<file path="src/rtl/edge_result_writer.sv">
// edge_result_writer: captures the processed pixel stream into a small FIFO and drains it
// to memory over an Avalon-MM write master, one byte per transfer, at base + pixel index.
// Optional build macro EDGE_RESULT_WRITER_THRESHOLD_EN binarises each pixel against THRESHOLD at push.
//
// Handshakes:
//   - Pixel input: valid_i has no back-pressure. A beat is accepted in RUN only while fewer
//     than NUM_PIXELS beats have arrived.
//   - Write master: a transfer completes on the cycle where avm_write_o=1 and
//     avm_waitrequest_i=0. Address and data hold steady while waitrequest is high.
module edge_result_writer #(
  parameter int NUM_PIXELS = 4,
  parameter int FIFO_DEPTH = 4,
  parameter int ADDR_WIDTH = 32,
  parameter int THRESHOLD  = 128
) (
  input  logic                  clk_i,
  input  logic                  rst_i,
  input  logic                  start_i,
  input  logic [ADDR_WIDTH-1:0] base_addr_i,
  input  logic                  valid_i,
  input  logic [7:0]            ProcessedImagePixel_i,
  output logic [ADDR_WIDTH-1:0] avm_address_o,
  output logic                  avm_write_o,
  output logic [7:0]            avm_writedata_o,
  input  logic                  avm_waitrequest_i,
  output logic                  busy_o,
  output logic                  done_o,
  output logic                  overflow_o,
  output logic [1:0]            state_o
);

  localparam int CW = $clog2(NUM_PIXELS + 1);
  localparam int PW = $clog2(FIFO_DEPTH);

  typedef enum logic [1:0] {
    S_IDLE = 2'd0,
    S_RUN  = 2'd1,
    S_DONE = 2'd2
  } state_t;

  state_t                state;
  logic [ADDR_WIDTH-1:0] base_q;
  logic [CW-1:0]         rx_count;
  logic [CW-1:0]         rx_next;
  logic [CW-1:0]         fifo_idx [FIFO_DEPTH];
  logic [7:0]            fifo_pix [FIFO_DEPTH];
  logic [PW-1:0]         wr_ptr;
  logic [PW-1:0]         rd_ptr;
  logic [PW:0]           count;
  logic [PW:0]           count_next;
  logic                  empty;
  logic                  full;
  logic                  beat;
  logic                  push;
  logic                  pop;
  logic                  drop;
  logic [7:0]            pix_in;

  assign empty = (count == '0);
  assign full  = (count == (PW+1)'(FIFO_DEPTH));

  // A full FIFO still accepts a beat when the head is leaving on the same edge.
  assign beat       = (state == S_RUN) && valid_i && (rx_count < CW'(NUM_PIXELS));
  assign pop        = avm_write_o && !avm_waitrequest_i;
  assign push       = beat && (!full || pop);
  assign drop       = beat && !push;
  assign rx_next    = beat ? rx_count + CW'(1) : rx_count;
  assign count_next = count + (PW+1)'(push) - (PW+1)'(pop);

`ifdef EDGE_RESULT_WRITER_THRESHOLD_EN
  assign pix_in = (int'(ProcessedImagePixel_i) >= THRESHOLD) ? 8'hFF : 8'h00;
`else
  assign pix_in = ProcessedImagePixel_i;
`endif

  always_ff @(posedge clk_i) begin
    if (rst_i) begin
      state      <= S_IDLE;
      base_q     <= '0;
      rx_count   <= '0;
      wr_ptr     <= '0;
      rd_ptr     <= '0;
      count      <= '0;
      overflow_o <= 1'b0;
    end else begin
      case (state)
        S_IDLE: begin
          if (start_i) begin
            state      <= S_RUN;
            base_q     <= base_addr_i;
            rx_count   <= '0;
            wr_ptr     <= '0;
            rd_ptr     <= '0;
            count      <= '0;
            overflow_o <= 1'b0;
          end
        end
        S_RUN: begin
          rx_count <= rx_next;
          count    <= count_next;
          if (push) begin
            fifo_idx[wr_ptr] <= rx_count;
            fifo_pix[wr_ptr] <= pix_in;
            wr_ptr           <= wr_ptr + PW'(1);
          end
          if (pop) begin
            rd_ptr <= rd_ptr + PW'(1);
          end
          if (drop) begin
            overflow_o <= 1'b1;
          end
          // Finish on the edge that retires the last write, so done_o follows it directly.
          if ((rx_next == CW'(NUM_PIXELS)) && (count_next == '0)) begin
            state <= S_DONE;
          end
        end
        S_DONE: begin
          state <= S_IDLE;
        end
        default: begin
          state <= S_IDLE;
        end
      endcase
    end
  end

  assign avm_write_o     = (state == S_RUN) && !empty;
  assign avm_address_o   = avm_write_o ? base_q + ADDR_WIDTH'(fifo_idx[rd_ptr]) : '0;
  assign avm_writedata_o = avm_write_o ? fifo_pix[rd_ptr] : 8'h00;
  assign busy_o          = (state == S_RUN);
  assign done_o          = (state == S_DONE);
  assign state_o         = state;

endmodule
</file>
<file path="config.mk">
export PLATFORM = sky130hd
export DESIGN_NAME = edge_result_writer
export DESIGN_NICKNAME = d
export VERILOG_FILES = /design/src/rtl/edge_result_writer.sv
export SDC_FILE = /design/constraint.sdc
export NUM_CORES = 1
export LEC_CHECK = 0
export CORE_MARGIN = 2
export CORE_UTILIZATION = 40
export DETAILED_ROUTE_END_ITERATION = 10
export HOLD_SLACK_MARGIN = 0.15
export MAX_ROUTING_LAYER = met4
export PLACE_DENSITY = 0.67
export SYNTH_ARGS = -nofsm -noshare
export SYNTH_HDL_FRONTEND = slang
export SYNTH_SLANG_ARGS = --single-unit
</file>
<file path="constraint.sdc">
create_clock -name clk_i -period 11 [get_ports clk_i]
set_clock_uncertainty 0.05 [all_clocks]
set_input_delay 2.2 -clock clk_i [delete_from_list [all_inputs] [get_ports clk_i]]
set_output_delay 2.2 -clock clk_i [all_outputs]
set_load 0.01 [all_outputs]
</file>
Word-level counts from Yosys, hierarchy flattened --
Memory sizes are Yosys's and may differ from the RTL's. A register that Yosys moved wholly into a read port is not among the register bits. Cells that the tools add are included.
Cells by class: div/mod/pow operators 0, add/subtract/negate cells 6, reduce and logical (&&, ||, !) cells 22, shift-type cells 0, multiply operators 0, magnitude comparators 1, multiplexer cells 25, eq/ne operators 9, bitwise operators 0
Operator list (number):
- 32-bit by 3-bit adder with 32-bit output | 1
- 32-bit 2-to-1 mux | 1
- 2-bit 2-to-1 mux | 9
- 2-bit case mux with 2 select lines | 3
- 3-bit case mux with 2 select lines | 2
- 3-bit AND reduction | 3
- 8-bit 2-to-1 mux | 1
- 2-bit by 1-bit inequality test with 1-bit output, second input constant | 4
- 1-bit logical AND | 7
- 3-bit == test, second input constant | 2
- 3-bit logical NOT | 2
- 1-bit 2-to-1 mux | 6
- 3-bit 2-to-1 mux | 2
- 2-bit AND reduction | 3
- 2-bit by 1-bit adder with 2-bit output, second input constant | 2
- 1-bit logical NOT | 4
- 3-bit by 1-bit adder with 3-bit output | 1
- 3-bit by 1-bit adder with 3-bit output, second input constant | 1
- 3-bit < comparator, second input constant | 1
- 3-bit by 1-bit subtractor with 3-bit output | 1
- 2-bit by 1-bit == test with 1-bit output, second input constant | 1
- 2-bit == test, second input constant | 1
- 2-bit logical NOT | 1
- 2-bit inequality test, second input constant | 1
- other kinds (3) | 3
Word-level totals: memories kept 2, memory bits (writable) 44, register bits 45, bits of input ports 45, bits in read-only memories 0, output and inout bits 46, latch bits 0, word-level logic and storage cells 72
Memory list:
- fifo_pix | words 4, bits a word 8, rd ports 1, clocked after Yosys merged registers in 1, write ports 1, RTL line 46 | logic [7:0] fifo_pix [FIFO_DEPTH];
- fifo_idx | words 4, bits a word 3, rd ports 1, clocked after Yosys merged registers in 1, write ports 1, RTL line 45 | logic [CW-1:0] fifo_idx [FIFO_DEPTH];

Depth between registers and ports, before layout --
depth in word-level cells 12, mapped depth 13, mapped depth without buffers 11

Worst setup path after synthesis --
OpenSTA, ideal clock, no wires.
path type register -> output, start point register with a tool-made name, end point output avm_address_o[25], arrival time 2.936 ns, required time 8.750 ns, stages on the path, launching flop included 8, path buffers 1, setup slack 5.814 ns, path through dfxtp_1 > buf_1 > mux4_2 > ha_1 > nand3_1 > a211o_1 > or4_1 > a21oi_1
RTL lines:
- to (decl) | RTL line 22 | output logic [ADDR_WIDTH-1:0] avm_address_o,

==> metrics.csv <==
stage,metric,value,unit
timing,"Slew Viols, Final",0,
run_status,status,"complete, no violations",
yosys,register area share after synthesis,0.508,
yosys,"Net Count, Synth",504,
route,antenna-violating nets left,0,
route,drc violations,0,
timing,maximum clock rate,159,MHz
timing,RSZ-0062 raised after global routing,false,
worst_setup_path,r2r setup slk,7660,ps
pwr,Comb pwr share,0.107,
worst_setup_path,Worst Setup Start Kind,register,
clock_network,H-Tree Depth,3,
route,Pre-antenna DRT Iters,5,
clock_network,Post-CTS Resized,0,
route,Initial DRC Count,187,
pwr,switching fraction of total power,0.239,
pwr,Flop pwr share,0.532,
yosys,synth cell count leaders,"nand2_1, a21oi_1, dfxtp_1",
yosys,synthesized area,4450,sq um
min_path,hold path depth,2,
route,drt via density,5.33,
yosys,share of the synthesized area in the top cell type,0.297,
worst_setup_path,WS Path Type,reg2out,
floorplan,DIE HEIGHT,109,microns
grt,first-pass GRT wire length,16.7,mm
worst_setup_path,worst reg-to-reg path cell count,11,
grt,initial antenna violation count,0,
floorplan,die area,12000,sq um
worst_setup_path,worst-path maximum fanout,11,
route,WL final,10.4,mm
clock_network,hold buffer count at cts,0,
clock_network,CTS tree,yes,
floorplan,Initial Utilization,0.410,
worst_setup_path,critical path required time,8750,ps
clock_network,"Clk Latency, worst-skew pair",340,ps
timing,period utilization,0.571,
placed_design,DP Wirelength,7.44,mm
route,wire length per cell,15.5,microns
yosys,Synth Flop Type,dfxtp_1,
pwr,clock share of power,0.360,
yosys,Synth area leaders,"edfxtp_1, dfxtp_1, nand2_1",
yosys,"Async S/R FF share, synth",0,
grt,Overflow after GRT,0,
placed_design,Port-buffer cells,90,
timing,worst-margin pin slew,1140,ps
yosys,Synth Instances,447,
route,Via Count,3588,
pwr,worst vdd ir,0.0000827,V
grt,vias in the first global route,3426,
yosys,Avg Synthesized Cell Area,9.95,sq um
timing,final setup fails,0,
yosys,Synth Register Bits,91,
floorplan,number of top-level pins,91,
worst_setup_path,CP endpoint kind,output pin,
clock_network,TritonCTS Buffers,9,
worst_setup_path,CP arrival,4030,ps
yosys,yosys warns,0,
grt,largest net degree at the start of global routing,48,
cells_and_area,layout cell share with drive strength beyond 1,0.0694,
yosys,"EDFF count, synth",44,
clock_network,clock slew at reported path FFs,90,ps
timing,worst rel slew slack,0.237,
timing,post-layout minimum cycle time,6280,ps
min_path,Hold WC Path Type,reg2reg,
yosys,Yosys top cell by area,edfxtp_1,
yosys,"count leader, synth",nand2_1,
floorplan,CORE AREA,10800,sq um
clock_network,post-CTS setup buffer count,0,
pwr,Pint,0.540,mW
floorplan,Die W,109,microns
cells_and_area,Area Overhead vs Synth,27.9,%
yosys,Unique masters post-synth,47,
cells_and_area,# diodes,0,
timing,Fin. Hold Viols,0,
floorplan,row count,38,
grt,total track usage,0.185,
cells_and_area,Final nets,585,
clock_network,clock sink count,91,
placed_design,global placer's final weighted congestion,0.897,
pwr,Power Total,0.710,mW
pwr,Power Dens Cells,125,nW/um^2
pwr,leakage,1.83,nW
clock_network,CTS root buffer,clkbuf_8,
pwr,switching power,0.170,mW
timing,setup_tns,0,ps
clock_network,clk buf depth,2,
flow_run,max-cap violations,0,
## state kept, by name (all words and copies together) (netlist names), named ones only
signal / count
rd_ptr: 2
overflow_o: 1
rx_count: 3
wr_ptr: 2
count: 3
fifo_idx: 12
state_o: 2
fifo_pix: 32
base_q: 32
## worst max-delay path, stage by stage (launching register included)
cell             delay, ps
dfxtp_1                830
mux4_2                 590
ha_1                   360
nor2b_1                400
o21ai_0                290
or4_1                  470
a21oi_1                160
clkdlybuf4s50_1        580
## final timing paths
path | startpoint | to
setup / recovery | register | avm_address_o[22]
hold / removal | overflow_o | overflow_o
hold reg to reg | overflow_o | overflow_o
setup reg to reg | state_o[0] | state_o[0]
## routing by layer
metal	vias to the layer above	part of all wire	GRT usage
met5	-	0	-
met3	6	0.038	0.0261
li1	1782	-	-
met2	76	0.50	0.297
met1	1724	0.45	0.242
met4	0	0.010	0.0606
## layout make-up
| class | count | area (sq um) |
|---|---|---|
| clock buffer | 10 | 138 |
| clock inverter | 6 | 95.1 |
| fill | 994 | 5150 |
| inverter | 15 | 56.3 |
| multi-input combinational | 318 | 2040 |
| sequential | 91 | 2260 |
| tap | 140 | 175 |
| timing repair buffer | 93 | 923 |
## placed cells by master, fill, tap and decap left out, types with 10 or more instances in the layout
cell and instances:
ha_1 10, and2_1 13, o21ai_0 10, dfxtp_1 47, mux4_2 11, nor2_1 25
a21oi_1 56, inv_1 14, nand2_1 81, clkdlybuf4s50_1 90, o31ai_1 10, or4_1 15
clkbuf_8 10, edfxtp_1 44
## through the flow
| stage | setup WS, ps | hold WS (ps) | cells | area [sq um] | util |
|---|---|---|---|---|---|
| 2_1_floorplan | 5810 | 391 | 447 | 4450 | - |
| 3_3_place_gp | 5100 | 399 | 657 | 5460 | 0.503 |
| 3_5_place_dp | 5080 | 400 | 657 | 5460 | 0.503 |
| 4_1_cts | 4670 | 413 | 673 | 5690 | 0.525 |
| 5_1_grt | 4340 | 445 | 673 | 5690 | 0.525 |
| 6_report | 4720 | 412 | 673 | 5690 | 0.525 |
## power by group through the flow
stage	clock network, mW	logic, mW	registers (mW)
floorplan	0	0.0430	0.382
global placement	0	0.0755	0.385
detailed placement	0	0.0768	0.386
CTS	0.261	0.0774	0.378
global route	0.277	0.0859	0.380
finish	0.256	0.0763	0.378
## cells by family (layout without fill, tap and decap cells)
| kind of cell | Yosys count | after routing | synth area share |
|---|---|---|---|
| multiplexers | 14 | 14 | 0.0624 |
| flip-flops | 91 | 91 | 0.508 |
| AND/OR/NAND/NOR | 182 | 182 | 0.204 |
| AO/OA/AOI/OAI | 98 | 98 | 0.130 |
| XOR/XNOR | 12 | 12 | 0.0236 |
| adder cells (fa/ha/maj) | 12 | 12 | 0.0371 |
| buffers and inverters | 38 | 124 | 0.0343 |
Note: power is estimated with default switching activity, not from simulation.
